==> config.mk <==
export PLATFORM = sky130hd
export DESIGN_NAME = alu_control_sequencer
export DESIGN_NICKNAME = d
export VERILOG_FILES = /design/src/rtl/alu_control_sequencer.sv
export SDC_FILE = /design/constraint.sdc
export NUM_CORES = 1
export LEC_CHECK = 0
export CORE_ASPECT_RATIO = 1.75
export CORE_MARGIN = 2
export CORE_UTILIZATION = 57
export CTS_CLUSTER_DIAMETER = 120
export DETAILED_ROUTE_END_ITERATION = 8
export DONT_BUFFER_PORTS = 1
export GPL_TIMING_DRIVEN = 0
export PLACE_DENSITY = 0.75
export SLEW_MARGIN = 20
export SYNTH_ARGS = -nofsm -noshare
export SYNTH_HDL_FRONTEND = slang
export SYNTH_SLANG_ARGS = --single-unit
==> constraint.sdc <==
create_clock -name Clock -period 2 [get_ports Clock]
set_clock_uncertainty 0.2 [all_clocks]
set_input_delay 0.5 -clock Clock [delete_from_list [all_inputs] [get_ports Clock]]
set_output_delay 0.5 -clock Clock [all_outputs]
set_load 0.02 [all_outputs]
==> src/rtl/alu_control_sequencer.sv <==
// Five-state FETCH/DECODE/EXECUTE/MEMORY/WRITEBACK control sequencer for a simple ALU datapath.
// Strobes decode from the registered state and latched opcode; branch flags feed only the taken register.
module alu_control_sequencer (
  input  logic        Clock,
  input  logic        Reset_n,
  input  logic [31:0] Instruction,
  input  logic        MFC,
  input  logic        Zero_In,
  input  logic        Negative_In,
  input  logic        Overflow_In,
  input  logic        Carry_In,
  output logic [31:0] ALU_Op,
  output logic        IR_Enable,
  output logic        PC_Enable,
  output logic        MEM_Read,
  output logic        MEM_Write,
  output logic        MuxB_Imm,
  output logic        RZ_Enable,
  output logic        RF_Write,
  output logic        PC_Load,
  output logic [31:0] CCR_Out,
  output logic        NOP_FLAG,
  output logic        INR_FLAG,
  output logic [2:0]  Stage
);

  typedef enum logic [2:0] {
    S_FETCH     = 3'd0,
    S_DECODE    = 3'd1,
    S_EXECUTE   = 3'd2,
    S_MEMORY    = 3'd3,
    S_WRITEBACK = 3'd4
  } state_t;

  state_t      r_state;
  state_t      w_next;
  logic        r_run;
  logic [6:0]  r_op;
  logic        r_taken;
  logic [3:0]  r_ccr_lo;
  logic        r_nop;
  logic        r_inr;
  logic [6:0]  w_dec_op;
  logic        w_cond;
  logic        w_unused;

  assign w_dec_op = Instruction[6:0];
  assign w_unused = ^Instruction[31:7];

  function automatic logic f_valid(input logic [6:0] op);
    return op inside {[7'd0:7'd18], [7'd32:7'd45], 7'd64, 7'd65};
  endfunction

  function automatic logic f_load(input logic [6:0] op);
    return op inside {7'd14, 7'd15, 7'd32, 7'd33, 7'd42, 7'd44};
  endfunction

  function automatic logic f_store(input logic [6:0] op);
    return op inside {7'd43, 7'd45};
  endfunction

  function automatic logic f_flags(input logic [6:0] op);
    return op inside {[7'd1:7'd12], [7'd34:7'd38]};
  endfunction

  function automatic logic f_rz(input logic [6:0] op);
    return op inside {[7'd1:7'd15], [7'd32:7'd38], [7'd42:7'd45]};
  endfunction

  function automatic logic f_rf(input logic [6:0] op);
    return op inside {[7'd1:7'd15], [7'd32:7'd38], 7'd42, 7'd44, 7'd17, 7'd65};
  endfunction

  always_comb begin
    w_cond = 1'b0;
    case (r_op)
      7'd39:                               w_cond = Zero_In;
      7'd40:                               w_cond = !Zero_In;
      7'd41:                               w_cond = Negative_In ^ Overflow_In;
      7'd16, 7'd17, 7'd18, 7'd64, 7'd65:  w_cond = 1'b1;
      default:                             w_cond = 1'b0;
    endcase
  end

  always_comb begin
    w_next = S_FETCH;
    case (r_state)
      S_FETCH:     w_next = (r_run && MFC) ? S_DECODE : S_FETCH;
      S_DECODE:    w_next = (!f_valid(w_dec_op) || w_dec_op == 7'd0) ? S_FETCH : S_EXECUTE;
      S_EXECUTE:   w_next = (f_load(r_op) || f_store(r_op)) ? S_MEMORY : S_WRITEBACK;
      S_MEMORY:    w_next = MFC ? S_WRITEBACK : S_MEMORY;
      S_WRITEBACK: w_next = S_FETCH;
      default:     w_next = S_FETCH;
    endcase
  end

  // r_run holds off the first fetch request until one clock edge has passed after reset.
  always_ff @(posedge Clock or negedge Reset_n) begin
    if (!Reset_n) begin
      r_state  <= S_FETCH;
      r_run    <= 1'b0;
      r_op     <= 7'd0;
      r_taken  <= 1'b0;
      r_ccr_lo <= 4'd0;
      r_nop    <= 1'b0;
      r_inr    <= 1'b0;
    end else begin
      r_state <= w_next;
      r_run   <= 1'b1;
      if (r_state == S_DECODE) begin
        r_op    <= w_dec_op;
        r_taken <= 1'b0;
        if (!f_valid(w_dec_op)) begin
          r_inr <= 1'b1;
        end else if (w_dec_op == 7'd0) begin
          r_nop <= 1'b1;
          r_inr <= 1'b0;
        end else begin
          r_nop <= 1'b0;
          r_inr <= 1'b0;
        end
      end
      if (r_state == S_EXECUTE) begin
        r_taken <= w_cond;
        if (f_flags(r_op))
          r_ccr_lo <= {Zero_In, Overflow_In, Negative_In, Carry_In};
      end
    end
  end

  always_comb begin
    IR_Enable = r_run && (r_state == S_FETCH) && MFC;
    PC_Enable = IR_Enable;
    MEM_Read  = r_run && ((r_state == S_FETCH) || ((r_state == S_MEMORY) && f_load(r_op)));
    MEM_Write = (r_state == S_MEMORY) && f_store(r_op);
    ALU_Op    = (r_state == S_EXECUTE) ? {25'd0, r_op} : 32'd0;
    MuxB_Imm  = (r_state == S_EXECUTE) && (r_op inside {[7'd32:7'd45]});
    RZ_Enable = (r_state == S_EXECUTE) && f_rz(r_op);
    RF_Write  = (r_state == S_WRITEBACK) && f_rf(r_op);
    PC_Load   = (r_state == S_WRITEBACK) && r_taken;
  end

  assign CCR_Out  = {25'd0, r_nop, 1'b0, r_inr, r_ccr_lo};
  assign NOP_FLAG = r_nop;
  assign INR_FLAG = r_inr;
  assign Stage    = r_state;

endmodule

==> impl_metrics.tcl <==
set metrics [dict create \
    status "complete, but fails checks" \
    failed_checks "setup timing" \
    r2r_start "Stage[0]" \
    post-dp-hpwl_um 2972 \
    clk_pin_slew_ps 70 \
    grt_start_max_net_pins 19 \
    cts_sinks 18 \
    worst_pin_slew_ps 765.5 \
    instances_no_fill 277 \
    fin_nets 290 \
    cts_buffers 3 \
    path_buf_inv 1 \
    drive_gt1_frac 0.4640 \
    cp_max_fo 7 \
    cts_root_buf "clkbuf_8" \
    crit_type "flip-flop to primary output" \
    cp-end-kind "primary output" \
    min_period_ps 2455 \
    finalHoldViolations 0 \
    rsz0062_at_grt "true" \
    vias_per_cell 5.036 \
    start_kind "flip-flop" \
    diodes 0 \
    placed_area_sq_um 1912 \
    slew_viol_final 0 \
    final_util 0.8110 \
    post-place-ws_ps -321.3 \
    syn_area_sq_um 1635 \
    port_buffers 0 \
    insertion_delay_ps 250 \
    clkPwrFrac 0.153 \
    vias 1395 \
    drtIter0Drc 33 \
    wl_per_cell_um 13.94 \
    hold_class "input pin to flip-flop" \
    grt.overflow.total 0 \
    cts.path.max_buffers 2 \
    p_int_uw 1075 \
    finalSetupViolCount 15 \
    p_leak_uw 0.001110 \
    ys_seq_area_frac 0.2754 \
    place_congestion 0.7945 \
    row_count 25 \
    htreeDepth 1 \
    grt_pass1_vias 1214 \
    grt_pass1_wl_um 5526 \
    p_sw_uw 825.0 \
    critPathSlowestCell "or4b_4" \
    dpl.cell_count 262 \
    cap_viol_max_count 0 \
    swShare 0.4342 \
    fp.dieW_um 44.49 \
    p_per_area_nw_per_um2 861.0 \
    layout_commonest_cell "buf_4" \
    grt_use_total 0.2225 \
    fin_area_sq_um 2207 \
    drc 0 \
    cp_cell_sequence "buf_6 -> or4b_4 -> o21ai_4 -> a21oi_4 -> nor3b_4" \
    first_pass_iters 4 \
    crit_path_start "r_op[2]" \
    syn_avg_cell_area_sq_um 8.840 \
    worstPathRequired_ps 1300 \
    ios 116 \
    antenna_found_initial 0 \
    final_cell_mix "buf_4 (63), conb_1 (52), dfrtp_1 (13)" \
    min_period_over_period 1.227 \
    die_h_um 74.86 \
    ir_drop_v 0.0006857 \
    cts_tree "done" \
    drt-total-wl_um 3862 \
    combPwrFrac 0.518 \
    yosys_warnings 0 \
    syn_to_final_growth_pct 34.97 \
    worstPathArrival_ps 1750 \
    synth_cells 185 \
    synth_seq_cells 18 \
    postRouteAntennaNets 0 \
    setup_slack_ps -454.6 \
    hold_start "Zero_In" \
    seqPwrFrac 0.329 \
    cpPeakStageDelay_ps 550 \
    crit_family "simple AND/OR/NAND/NOR gates" \
    maxSlewHeadroom 0.4880 \
    dieArea_sq_um 3330 \
    fmaxAchievable_ghz 0.4074 \
    ys_types 48 \
    start_util 0.6009 \
    coreArea_sq_um 2721 \
]
==> registers in the layout, summed over array words and instances, names as in the netlist <==
name      flops
INR_FLAG      1
NOP_FLAG      1
Stage         3
r_ccr_lo      4
r_op          7
r_run         1
r_taken       1
==> power by group through the flow <==
| stage | sequential, uW | clock [uW] | combinational, uW |
|---|---|---|---|
| finish | 624 | 291 | 985 |
| global route | 641 | 303 | 1050 |
| CTS | 618 | 291 | 908 |
| detailed placement | 620 | 0 | 796 |
| floorplan | 594 | 0 | 689 |
| global placement | 616 | 0 | 779 |
==> worst paths after layout <==
path,to,slack (ps),depth (start not counted)
worst max-delay path,MEM_Read,-450,5
worst min-delay path,r_ccr_lo[3],180,1
worst max register to register,NOP_FLAG,60,6
worst min register to register,r_ccr_lo[3],450,1
max in group asynchronous,Stage[0],500,1
min in group asynchronous,r_ccr_lo[0],560,1
==> through the flow <==
step	TNS, ps	total power, uW	hold WS, ps
CTS	-2766	1818	179.0
global route	-4028	1994	176.2
floorplan	-416.2	1283	4.409
detailed placement	-1443	1416	4.863
finish	-3172	1900	176.9
global placement	-1314	1395	4.839
==> cell type report <==
cell class	count	area [sq um]
sequential	18	456.7
buffer	63	493.0
multi-input combinational	150	1049
tap	27	33.78
fill	195	514.2
inverter	4	15.01
timing repair buffer	11	105.1
clock buffer	4	55.05
==> cell usage after synthesis (all sizes together) <==
library cell   n  share of area
o21a           1         0.0046
inv            4         0.0092
nand2b         3          0.011
nor2b          1         0.0038
a2111oi        1         0.0054
xnor2          4          0.021
o31ai          1         0.0046
or2b           1         0.0046
a21o           1         0.0046
o211ai         1         0.0076
clkbuf         1         0.0023
a22o           1         0.0054
nor4           1         0.0038
nand3          2         0.0061
a21oi          9          0.030
a211oi         1         0.0046
and3           3          0.011
mux2          11          0.076
nand4          2          0.017
nor3b          5          0.030
or3b           1         0.0054
nor4b          1         0.0054
a41o           1         0.0061
nand2          6          0.014
o32ai          1         0.0054
nor2           8          0.018
a221oi         1         0.0054
o21ai          9          0.028
or4            2         0.0092
and2           8          0.037
buf           62           0.28
dfrtp         18           0.28
a31oi          2         0.0076
o22ai          2         0.0076
or4b           1         0.0084
nor3           4          0.012
a21bo          1         0.0061
conb           2         0.0046
nand4b         1         0.0054
==> repair_timing <==
action                                 4_1_cts  5_1_grt
hold buffers                                 1        0
endpoints found under the hold margin       18        0
setup endpoints to repair                   19       16
resized for setup                           32       11
pin swaps                                    7        6
setup buffers                                6        5
==> cells by family (layout without fill, tap and decap cells) <==
| kind of cell | Yosys count | in the layout | synth area share |
|---|---|---|---|
| xor+xnor | 4 | 4 | 0.02142 |
| compound gates | 33 | 33 | 0.1324 |
| mux | 11 | 11 | 0.07574 |
| buf+inv | 67 | 82 | 0.2877 |
| simple gates | 50 | 50 | 0.2028 |
| flops | 18 | 18 | 0.2754 |
| other cells | 2 | 52 | 0.004592 |
==> worst reg2reg max path, delay by kind of cell (launching register included) <==
kind	cells	cell delay [ps]
buf+inv	2	240
compound gates	2	330
simple gates	1	270
mux	1	350
flops	1	450
==> layer usage <==
layer | global-route usage | part of all wire
met2 | 0.4090 | 0.56
met3 | 0.04556 | 0.087
met5 | 0 | 0
met1 | 0.2263 | 0.32
met4 | 0.1178 | 0.034
(Power assumes the default switching activity.)
